### src/rtl/io_serial_tx_pkg.sv
// Shared defines and width helpers for the io_serial_tx serial transmitter.
// Fallback defines apply when the shared IO defines header was not compiled first.
`ifndef DATA_WIDTH
`define DATA_WIDTH 8
`endif
`ifndef IO_PINS
`define IO_PINS 8
`endif

package io_serial_tx_pkg;

   localparam logic LineIdle = 1'b1;
   localparam logic LineStart = 1'b0;

   // Bit counter must hold 0..WIDTH.
   function automatic int bit_cnt_width(input int width);
      return $clog2(width + 1);
   endfunction

   // Divider counter holds 0..DIV-1, never narrower than one bit.
   function automatic int div_cnt_width(input int div);
      return (div > 1) ? $clog2(div) : 1;
   endfunction

endpackage

### src/rtl/io_serial_tx.sv
// Framed serial transmitter: one-entry holding buffer feeding a start/data/stop shifter.
// The line output is registered; a word accepted from IDLE shows its start bit two cycles later.
module io_serial_tx
   import io_serial_tx_pkg::*;
#(
   parameter int WIDTH = `DATA_WIDTH,
   parameter int DIV   = 4
) (
   input  logic             clk,
   input  logic             rst_n,
   input  logic             port_active,
   input  logic [WIDTH-1:0] port_data,
   output logic             port_ready,
   output logic             pin_dir,
   output logic             pin_data_out,
   output logic             busy
);

   localparam logic [1:0] StIdle  = 2'd0;
   localparam logic [1:0] StStart = 2'd1;
   localparam logic [1:0] StData  = 2'd2;
   localparam logic [1:0] StStop  = 2'd3;

   localparam int BitW = bit_cnt_width(WIDTH);
   localparam int DivW = div_cnt_width(DIV);
   localparam logic [DivW-1:0] DivLast = DivW'(DIV - 1);
   localparam logic [BitW-1:0] BitLast = BitW'(WIDTH - 1);

   logic [1:0]       state_q, state_d;
   logic [WIDTH-1:0] buf_q, buf_d;
   logic             buf_full_q, buf_full_d;
   logic [WIDTH-1:0] shift_q, shift_d;
   logic [DivW-1:0]  div_q, div_d;
   logic [BitW-1:0]  bit_q, bit_d;
   logic             pin_q, pin_d;
   logic             live_q;
   logic             accept;
   logic             load;

   assign port_ready   = live_q & ~buf_full_q;
   assign pin_dir      = live_q;
   assign pin_data_out = pin_q;
   assign busy         = (state_q != StIdle) | buf_full_q;
   assign accept       = port_active & port_ready;

   always_comb begin
      state_d    = state_q;
      buf_d      = buf_q;
      buf_full_d = buf_full_q;
      shift_d    = shift_q;
      div_d      = div_q;
      bit_d      = bit_q;
      load       = 1'b0;

      case (state_q)
         StIdle: begin
            if (buf_full_q) load = 1'b1;
         end
         StStart: begin
            if (div_q == DivLast) begin
               div_d   = '0;
               bit_d   = '0;
               state_d = StData;
            end else begin
               div_d = div_q + 1'b1;
            end
         end
         StData: begin
            if (div_q == DivLast) begin
               div_d   = '0;
               shift_d = shift_q >> 1;
               if (bit_q == BitLast) begin
                  bit_d   = '0;
                  state_d = StStop;
               end else begin
                  bit_d = bit_q + 1'b1;
               end
            end else begin
               div_d = div_q + 1'b1;
            end
         end
         StStop: begin
            if (div_q == DivLast) begin
               div_d = '0;
               // A buffered word chains straight into the next start bit.
               if (buf_full_q) load = 1'b1;
               else state_d = StIdle;
            end else begin
               div_d = div_q + 1'b1;
            end
         end
         default: state_d = StIdle;
      endcase

      if (load) begin
         state_d    = StStart;
         shift_d    = buf_q;
         buf_full_d = 1'b0;
         div_d      = '0;
      end
      // Acceptance wins over the transfer so a word arriving with the load is kept.
      if (accept) begin
         buf_d      = port_data;
         buf_full_d = 1'b1;
      end

      pin_d = LineIdle;
      if (state_d == StStart) pin_d = LineStart;
      else if (state_d == StData) pin_d = shift_d[0];
   end

   always_ff @(posedge clk or negedge rst_n) begin
      if (!rst_n) begin
         state_q    <= StIdle;
         buf_q      <= '0;
         buf_full_q <= 1'b0;
         shift_q    <= '0;
         div_q      <= '0;
         bit_q      <= '0;
         pin_q      <= LineIdle;
         live_q     <= 1'b0;
      end else begin
         state_q    <= state_d;
         buf_q      <= buf_d;
         buf_full_q <= buf_full_d;
         shift_q    <= shift_d;
         div_q      <= div_d;
         bit_q      <= bit_d;
         pin_q      <= pin_d;
         live_q     <= 1'b1;
      end
   end

endmodule
### config.mk
export PLATFORM = sky130hd
export DESIGN_NAME = io_serial_tx
export DESIGN_NICKNAME = d
export VERILOG_FILES = /design/src/rtl/io_serial_tx_pkg.sv /design/src/rtl/io_serial_tx.sv
export SDC_FILE = /design/constraint.sdc
export NUM_CORES = 1
export LEC_CHECK = 0
export CORE_ASPECT_RATIO = 1.2
export CORE_UTILIZATION = 50
export CTS_CLUSTER_SIZE = 28
export DETAILED_ROUTE_END_ITERATION = 8
export GPL_TIMING_DRIVEN = 0
export PLACE_DENSITY = 0.72
export SLEW_MARGIN = 0
export SYNTH_ARGS = -nofsm -noshare
export SYNTH_HDL_FRONTEND = slang
export SYNTH_SLANG_ARGS = --single-unit
### constraint.sdc
create_clock -name clk -period 5.2 [get_ports clk]
set_input_delay 1.04 -clock clk [delete_from_list [all_inputs] [get_ports clk]]
set_output_delay 1.04 -clock clk [all_outputs]
set_load 0.1 [all_outputs]
# == Word-level counts from Yosys, hierarchy flattened ==
# Cells that the tools add are included.
# op_classes
div,0
n_shift,0
n_addsub,2
multipliers,0
bitwise,4
n_mux,24
eq_ne,9
n_reduce_logical,10
n_lt_le_gt_ge,0
# op_table
op,count
$mux 8,3
$mux 2,9
$mux 4,3
$reduce_bool 2->1,6
$eq 2x2->1 const B,4
$pmux 4 s2,1
$mux 1,6
$pmux 2 s3,1
$add 4x1->4 const B,1
$eq 2x1->1 const B,2
$eq 4x3->1 const B,1
$ne 2x2->1 const B,2
$reduce_and 3->1,1
$reduce_or 3->1,1
$add 2x1->2 const B,1
$and 1x1->1,2
$logic_not 2->1,1
$pmux 1 s2,1
$reduce_and 2->1,1
$not 1->1,1
$or 1x1->1,1
# word_totals
inputBits,11
n_memories,0
ff_bits,27
out_inout_bits,4
ramBits,0
romBits,0
latchBits,0

# == Depth between registers and ports, before layout ==
# Gate-level depths: netlist of run 1.
# logic_depth
ltp_word,8
mapped_depth,8
mapped_depth_nobuf,6

# == Worst setup path before layout of run 1 ==
# No wires, ideal clock.
# synth_timing
path_kind,reg-to-output
startpoint,reg live_q (netlist: pin_dir)
endpoint,out port_ready
n_path_buf,0
stages_incl_launch_ff,2
setup_slack_ns,2.430
t_arrival_ns,1.730
path_cell_list,dfrtp_1 and2b_1
# synth_via
elab_chain_cells,1
# synth_lines
item,line,rtl
start: declaration,io_serial_tx.sv:36,logic live_q;
start signal: assignment,io_serial_tx.sv:121,live_q <= 1'b0;
start signal: assignment,io_serial_tx.sv:130,live_q <= 1'b1;
$and 1x1->1,io_serial_tx.sv:40,assign port_ready = live_q & ~buf_full_q;
end: declaration,io_serial_tx.sv:13,"output logic port_ready,"
# No other way between the ends.

# == Worst setup path after layout of run 1 ==
# layout_timing
startpoint,reg state_q[1]
endpoint,out busy
# layout_via
elab_chain_cells,2
# layout_lines
item,line,rtl
start: declaration,io_serial_tx.sv:29,"logic [1:0] state_q, state_d;"
start signal: assignment,io_serial_tx.sv:114,state_q <= StIdle;
start signal: assignment,io_serial_tx.sv:123,state_q <= state_d;
$reduce_bool 2->1,io_serial_tx.sv:43,assign busy = (state_q != StIdle) | buf_full_q;
$or 1x1->1,io_serial_tx.sv:43,
end: declaration,io_serial_tx.sv:16,output logic busy
# No other way between the ends.

==> metrics, run 1 <==
outcome finished, final reports clean; die area 2850 um2; Layout area overhead 15.7%; Initial DRC Count 17; Unique masters post-synth 32; Final Hold Fails 0; main area contributors after synthesis dfrtp_1 (49%), mux2_2 (8.5%), ha_1 (6.6%); crit path max fanout 5; largest net degree at the start of global routing 28; final setup vio count 0; Placeable Area approximately 2500 um2; Relative slew margins 0.220; vias in the first global route 897; drt first pass iters 4; post-synth top area share 0.493; Final GP Congestion between 0.7 and 0.8; Cell Area, Synth about 1300 um2; worst path required time 4160 ps; Net Count, Synth ~130; ys async rst share 1.00; LEAKAGE 0.721 nW; layout cells sized above 1 0.165; Yosys Warn Count 0; CTS Sinks 27; commonest non-fill, non-tap cell in the layout dfrtp_1; Hold Buf Count CTS 0; vias per inst roughly 5.4; fmax 0.298 GHz; Period Utilization, post-route 0.645; routed via count roughly 890; Initial Util 0.522; Clock Tree Buf Depth 2; Die X roughly 49 um; largest family of logic cells by synthesized area simple AND/OR/NAND/NOR gates; syn avg cell area 11.5 um2; max-slew violations 0; worst clock skew roughly 5.0 ps; row cnt 20; routed len/inst ~13 um; CTS Root Cell clkbuf_4; CTS H-tree lvls 1; total wire length around 2.2 mm; Hold Path Class flop to flop; CTS buffer count 3; Synth Area in Compound Gates 0.110; setup TNS 0 ps; worst-skew pair later-pin latency 310 ps; Worst Max-Slew Pin Slew 1170 ps; initial antenna violation count 0; Area after DPL 1500 um2; cell area power density approximately 560 nW/um2; Most used DFF post-synth dfrtp_1; CTS clk-pin slew, worst paths 140 ps; Seq cells post-synth 27; EDFF count, synth 0; Synth Area in Adders 0.0664; RSZ-0062 raised after global routing no; mux cell area share after synthesis 0.139; post-route cell area between 1500 and 2000 um2; cell taking the most area after synthesis dfrtp_1; I/O Pins 15; drt drc 0; CP arrival 2320 ps; worst vdd ir 0.000309 V; WS Path Type flop to output port; fraction of synthesized cell area in xor and xnor cells 0; Chip Height 58.3 um; global-route wire length before repair 3.90 mm; gr usage total 0.182; antenna-violating nets left 0; most frequent cells in the layout dfrtp_1 (26), clkdlybuf4s50_1 (14), nand2_1 (13); I/O Buffers 14; CP Launch Type flop; Final HPWL DP 1.62 mm; cells after synthesis approximately 120; dpl cells about 160; critical path endpoint category output port; antenna fix cells 0; Final min period 3360 ps; Post-CTS Setup Bufs 0; Finished Layout Cells 166; GR Overflow Total 0; post_cts resized 0; CTS tree yes; nets 152; simple-gate area share of the yosys netlist 0.139; post-synthesis sequential area ratio 0.513; MaxCap Viol Count 0
where the power goes:
group | internal (mW) | total [mW] | leakage [nW] | switching, mW
Sequential | 0.297 | 0.344 | 0.333 | 0.0470
Combinational | 0.170 | 0.419 | 0.373 | 0.249
Clock | 0.0299 | 0.0871 | 0.0150 | 0.0572
area by class of cell:
cell class	instances	area, um2
fill	219	1000
sequential	27	677
clock buffer	4	26.3
buffer	4	31.3
tap	33	41.3
timing repair buffer	14	140
inverter	2	7.51
multi-input combinational	82	603
path summary, 6_finish.rpt:
check                                to  cells after the start  slack [ps]       start
max                                busy                      4        1840  state_q[1]
max reg2reg                pin_data_out                      7        3410  state_q[0]
min                          shift_q[3]                      2         490    buf_q[3]
max in group asynchronous      buf_q[0]                      1        3180       rst_n
min reg2reg                  shift_q[3]                      2         490    buf_q[3]
min in group asynchronous      bit_q[2]                      1        1330       rst_n
critical path, stage by stage (launching register included):
cell             delay, ps
dfrtp_1                420
inv_1                  110
ha_1                   260
nand2b_1               100
clkdlybuf4s50_1       1120
per-stage QoR:
step | power [mW] | hold slack [ps] | setup WS [ps] | util
global placement | 0.751 | 459 | 2230 | 0.594
CTS | 0.857 | 501 | 1830 | 0.604
floorplan | 0.673 | 444 | 2430 | -
global route | 0.916 | 535 | 1740 | 0.604
detailed placement | 0.770 | 468 | 2200 | 0.594
finish | 0.850 | 493 | 1840 | 0.604
state kept, by name, summed over array words and instances (netlist names):
register and cells:
buf_full_q 1, div_q 2, state_q 2, shift_q 8, buf_q 8, pin_dir 1
pin_data_out 1, bit_q 4
layer usage:
metal,vias to the layer above,routed length [um],GRT usage
met5,-,0,0
li1,440,-,-
met2,7,1110,0.317
met3,2,40,0.0315
met4,0,19,0.0630
met1,443,1010,0.229
cell usage after synthesis (2+ instances only):
master    count
nor3_1        2
dfrtp_1      26
or3_1         2
o21ai_0      11
mux2_2       10
ha_1          7
buf_4         2
a211oi_1      2
a21oi_1       4
nand3_1       4
nand2_1      13
nor2_1        5
inv_1         2
mux2i_1       7
logic make-up (layout without fill, tap and decap cells):
| logic type | count (synthesis) | in the layout |
|---|---|---|
| and+or+nand+nor | 34 | 34 |
| DFF | 27 | 27 |
| other | 1 | 1 |
| adders and majority gates | 7 | 7 |
| muxes | 17 | 17 |
| buffers and inverters | 6 | 24 |
| AOI/OAI and AO/OA | 23 | 23 |
Power figures use the tool's default switching activity.
==> run 2, diff against run 1 <==
==> constraint.sdc (replaced) <==
create_clock -name clk -period 3.1 [get_ports clk]
set_input_delay 0.62 -clock clk [delete_from_list [all_inputs] [get_ports clk]]
set_output_delay 0.62 -clock clk [all_outputs]
set_load 0.1 [all_outputs]
==> results of run 2 <==
Same layout as run 1 (identical final DEF). Status: finished, final reports clean.
Among the figures that moved: setup slack after placement 2200 ps -> 522 ps; setup slack after layout 1840 ps -> 165 ps; register-to-register setup slack 3410 ps -> 1310 ps; total power 0.850 mW -> 1.43 mW; worst IR drop on VDD 0.000309 V -> 0.000518 V
==> patch 1: new RTL, flow settings as in run 2 <==
Make the reset (`rst_n`) synchronous in one clocked block.
--- a/src/rtl/io_serial_tx.sv
+++ b/src/rtl/io_serial_tx.sv
@@ -109,7 +109,7 @@
       else if (state_d == StData) pin_d = shift_d[0];
    end
 
-   always_ff @(posedge clk or negedge rst_n) begin
+   always_ff @(posedge clk) begin
       if (!rst_n) begin
          state_q    <= StIdle;
          buf_q      <= '0;
Behaviour: differs if rst_n is asserted again (counterexample within 4 cycles, from zero or initial values and one cycle with rst_n low); with rst_n held inactive, the same outputs for 10 cycles.
==> patch 1 against run 2 <==
Worst setup slack improved by 0.023 ns; sequential cell count did not move; area after synthesis decreased by 0.19%; cell area shrank 0.66%; die area down 0.19%; routed wire length up 19%; critical path type unchanged; highest routed layer unchanged.
Power is not compared: it rests on default switching activity, and its combinational part moved more than twofold at a synthesized area within 25%.
==> patch 1: results (changes against run 2) <==
[cts]
clkLatencyLatePin_ns=0.32
cts_setup_buffers=0  ; unchanged
clk_path_buf_depth=2  ; unchanged
clockRootBuffer=clkbuf_4
htree_levels=1  ; unchanged
numCtsBuffers=3  ; unchanged
clk_pin_slew_ns=0.13

[global_routing]
grt_use_total=0.204  ; +0.0223
grt_max_degree=15  ; -46%
grt_pass1_vias=1064  ; +19%
grt_pass1_wl_um=4510  ; +16%
antenna_found_initial=0  ; unchanged

[yosys]
yosys-top-cells-area=dfxtp_1, a311oi_2, ha_1
async_reset_ff_frac=0  ; -1.00
ys_warn_count=0  ; unchanged
synth_edf_count=0  ; unchanged
synthDistinctLibCells=36  ; +13%
synth_common_cells=dfxtp_1, nand2_1, nand3_1, a21oi_1, nor2_1
syn-num-nets=167  ; +26%
seq_area_frac_synth=0.411  ; -0.103

[placement]
hpwl_um=1930  ; +20%
routabilityCongestion=0.794  ; +1.5%
port_buffers=13  ; -1

[detailed_routing]
drt-initial-drc-count=38  ; +21
wl_per_cell_um=13.1  ; -0.85%
dr_total_vias=1112  ; +25%
dr.pass1.iters=4  ; unchanged

[finish]
fillers=225  ; +2.7%
drive_above_1_share=0.0904  ; -0.0751
diodes=0  ; unchanged
top_regs=buf_q: 8 flops, shift_q: 8 flops, bit_q: 4 flops
fin_nets=185  ; +22%

[critical_path]
arrival_ns=2.29  ; -0.03 ns
reg2reg_depth=6  ; -1
cpMaxStageDelayCell=clkdlybuf4s50_1
max_stage_delay_ns=1.12  ; about the same
crit_path_max_fanout=5  ; unchanged

[sta]
maxSlewViolCount=0  ; unchanged
tightest_slew_ns=0.970  ; -0.196 ns
finalClockSkew_ns=0.00215  ; -0.00280 ns

[pwr]
p_leak_nw=0.592
intPower_mw=0.458
vdd.ir_drop.worst_mv=0.286

[worst_hold_path]
min-delay-path-class=flop to flop
whs_path_depth=2  ; unchanged

[status]
status=finished, final reports clean

## patch 1: layout make-up
type | instances | area share
clock buffers | 4 | 0.0173
repair buffers | 13 | 0.0875
multi-input cells | 108 | 0.464
inverters | 5 | 0.0124
plain buffers | 9 | 0.0355
flip-flops and latches | 27 | 0.356
well taps | 33 | 0.0272
## patch 1: cells by family (layout without fill, tap and decap cells)
logic type                 after synthesis  after routing  share of synthesized area
AOI/OAI and AO/OA                       36             36                      0.220
adders and majority gates                7              7                     0.0665
buffers and inverters                   14             31                     0.0551
DFF                                     27             27                      0.411
muxes                                    4              4                     0.0304
and+or+nand+nor                         61             61                      0.218
## patch 1: worst paths after layout
path                         start               endpoint  slack (ns)
max reg2reg  state_q[0]$_SDFF_PN0_  shift_q[0]$_SDFF_PN0_        1.25
min          buf_q[3]$_SDFFE_PN0P_  buf_q[3]$_SDFFE_PN0P_        0.47
max          state_q[0]$_SDFF_PN0_                   busy        0.19
min reg2reg  buf_q[3]$_SDFFE_PN0P_  buf_q[3]$_SDFFE_PN0P_        0.47
## patch 1: routing by layer
metal  part of all wire  up-vias  global-route usage  wire length (um)
li1                   -      565                   -                 -
met1               0.42      514               0.226              1100
met2               0.53       28               0.397              1370
met3              0.034        5              0.0157                89
met4              0.017        0              0.0882                44
met5                  0        -                   0                 0
## patch 1: critical path, delay by kind of cell (launching register included)
family | cells | cell delay, ns
buffers and inverters | 2 | 1.23
DFF | 1 | 0.43
adders and majority gates | 1 | 0.24
and+or+nand+nor | 1 | 0.07
## patch 1: power by group through the flow
stage                     registers (mW)  clock network [mW]  logic (mW)
after global placement             0.380                   0       0.113
after floorplan                    0.388                   0      0.0755
after detailed placement           0.381                   0       0.116
after CTS                          0.373               0.152       0.116
after global routing               0.375               0.163       0.126
final                              0.373               0.149       0.115
## patch 1: what timing repair did
| action | in CTS | in global routing |
|---|---|---|
| hold endpoints to repair | 0 | 0 |
| endpoints found under the setup margin | 0 | 1 |
| hold buffers | 0 | 0 |
| resized for setup | 0 | 1 |
## patch 1: through the flow
step	cells	power [mW]	instance area, um2	utilization	worst slack (ns)
after floorplan	149	0.463	1320	-	0.199
after global placement	195	0.494	1490	0.595	0.478
after detailed placement	195	0.496	1490	0.595	0.463
after CTS	199	0.641	1510	0.605	0.0866
after global routing	199	0.664	1520	0.606	0.0868
final	199	0.637	1520	0.606	0.188
==> patch 2: new RTL, settings of run 2 <==
Without the edit above. The parameter `DIV` goes from 4 to 5.
--- a/src/rtl/io_serial_tx.sv
+++ b/src/rtl/io_serial_tx.sv
@@ -4,7 +4,7 @@
    import io_serial_tx_pkg::*;
 #(
    parameter int WIDTH = `DATA_WIDTH,
-   parameter int DIV   = 4
+   parameter int DIV   = 5
 ) (
    input  logic             clk,
    input  logic             rst_n,
Check against the original RTL: not equivalent (a bounded check fails within 10 cycles, from zero or initial values and one cycle with rst_n low).
==> patch 2 against run 2 <==
Sequential cell count rose by 1; worst setup slack improved by 0.24 ns; area after synthesis grew 4.9%; routed wire length grew 5.4%; register-to-register slack worse by 0.10 ns; non-clock buffer count unchanged; cell area up 4.9%; final cell count rose by 4.8%; global-route usage about the same; critical path type unchanged; largest cell class unchanged; highest routed layer unchanged.
Power is not compared: it rests on default switching activity, and its combinational part moved more than twofold at a synthesized area within 25%.
==> patch 2: results (changes against run 2) <==
[yosys]
yosys-top-cells-area=dfrtp_1, ha_1, mux2i_1
syn-num-nets=142  ; +6.8%
async_reset_ff_frac=1.00  ; unchanged
seq_area_frac_synth=0.507  ; -0.00605
synthDistinctLibCells=33  ; +3.1%
synth_common_cells=dfrtp_1, nand2_1, mux2i_1, o21ai_1, ha_1
synthFlopType=dfrtp_1
postSynthCellCount=123  ; +7.0%

[cts]
numCtsBuffers=3  ; unchanged
htree_levels=1  ; unchanged
cts_setup_buffers=0  ; unchanged
clkLatencyLatePin_ns=0.33  ; +0.02 ns
clk_pin_slew_ns=0.14  ; about the same

[pwr]
vdd.ir_drop.worst_mv=0.313

[sta]
relSlewSlack=0.350  ; +0.131
finalClockSkew_ns=0.00146  ; -0.00350 ns

[global_routing]
grt_max_degree=29  ; +3.6%
grt_pass1_wl_um=4100  ; +5.1%
grt_use_total=0.182  ; +0.000196
antenna_found_initial=0  ; unchanged
grt_pass1_vias=979  ; +9.1%

[placement]
routabilityCongestion=0.808  ; +3.3%
port_buffers=14  ; unchanged
dp.cells=170  ; +4.9%
postPlaceCellArea_mm2=0.00157  ; +4.5%
hpwl_um=1690  ; +4.8%
pre_cts_ws_ns=0.447  ; -0.0746 ns

[finish]
top_regs=buf_q: 8 flops, shift_q: 8 flops, bit_q: 4 flops
fin_nets=161  ; +5.9%
drive_above_1_share=0.149  ; -0.0165

[detailed_routing]
wl_per_cell_um=13.2  ; +0.60%
routed_via_density=5.36  ; -0.21%
wl_um=2300  ; +5.4%
dr.pass1.iters=3  ; -1
drt-initial-drc-count=9  ; -8

[critical_path]
max_stage_delay_ns=1.14  ; +0.02 ns
crit_path_max_fanout=6  ; +1
cpMaxStageDelayCell=clkdlybuf4s50_1

[status]
status=finished, final reports clean

[worst_hold_path]
min-delay-path-class=input port to async pin

[patch 2: kinds of logic after synthesis]
group | count (synthesis) | share of synthesized area
flops | 28 | 0.507
fa+ha+maj | 8 | 0.0723
compound gates | 24 | 0.113
buf+inv | 10 | 0.0371
simple gates | 33 | 0.119
mux | 19 | 0.148
other cells | 1 | 0.00271
[patch 2: what timing repair did]
| action | 4_1_cts | 5_1_grt |
|---|---|---|
| hold endpoints to repair | 0 | 0 |
| hold buffers | 0 | 0 |
| endpoints found under the setup margin | 0 | 1 |
| resized for setup | 0 | 1 |
[patch 2: worst paths after layout]
path                       cells after the start                      to  slack (ns)              startpoint
max                                            2              port_ready        0.41  buf_full_q$_DFFE_PN0P_
min                                            1    bit_q[0]$_DFFE_PN0P_        0.28                   rst_n
max reg2reg                                    7  pin_data_out$_DFF_PN1_        1.21    state_q[0]$_DFF_PN0_
min reg2reg                                    2  shift_q[4]$_DFFE_PN0P_        0.50    buf_q[4]$_DFFE_PN0P_
max in group asynchronous                      1    state_q[1]$_DFF_PN0_        2.42                   rst_n
min in group clk                               2  shift_q[4]$_DFFE_PN0P_        0.50    buf_q[4]$_DFFE_PN0P_
[patch 2: report_power, final]
group          internal (mW)  switching, mW  leakage (nW)
clock                 0.0720          0.107        0.0210
combinational         0.0522         0.0393         0.425
sequential             0.414         0.0262         0.345
[patch 2: area by class of cell]
cell class                 count  area (um2)
fill                         224         976
sequential                    28         702
multi-input combinational     85         633
timing repair buffer          14         138
tap                           33        41.3
clock buffer                   4        36.3
buffer                         4        28.8
inverter                       6        22.5
[patch 2: layer usage]
metal | GRT usage | share of wire | vias to the layer above
li1 | - | - | 464
met1 | 0.212 | 0.44 | 451
met2 | 0.330 | 0.52 | 13
met3 | 0.0308 | 0.024 | 5
met4 | 0.0735 | 0.017 | 0
met5 | 0 | 0 | -
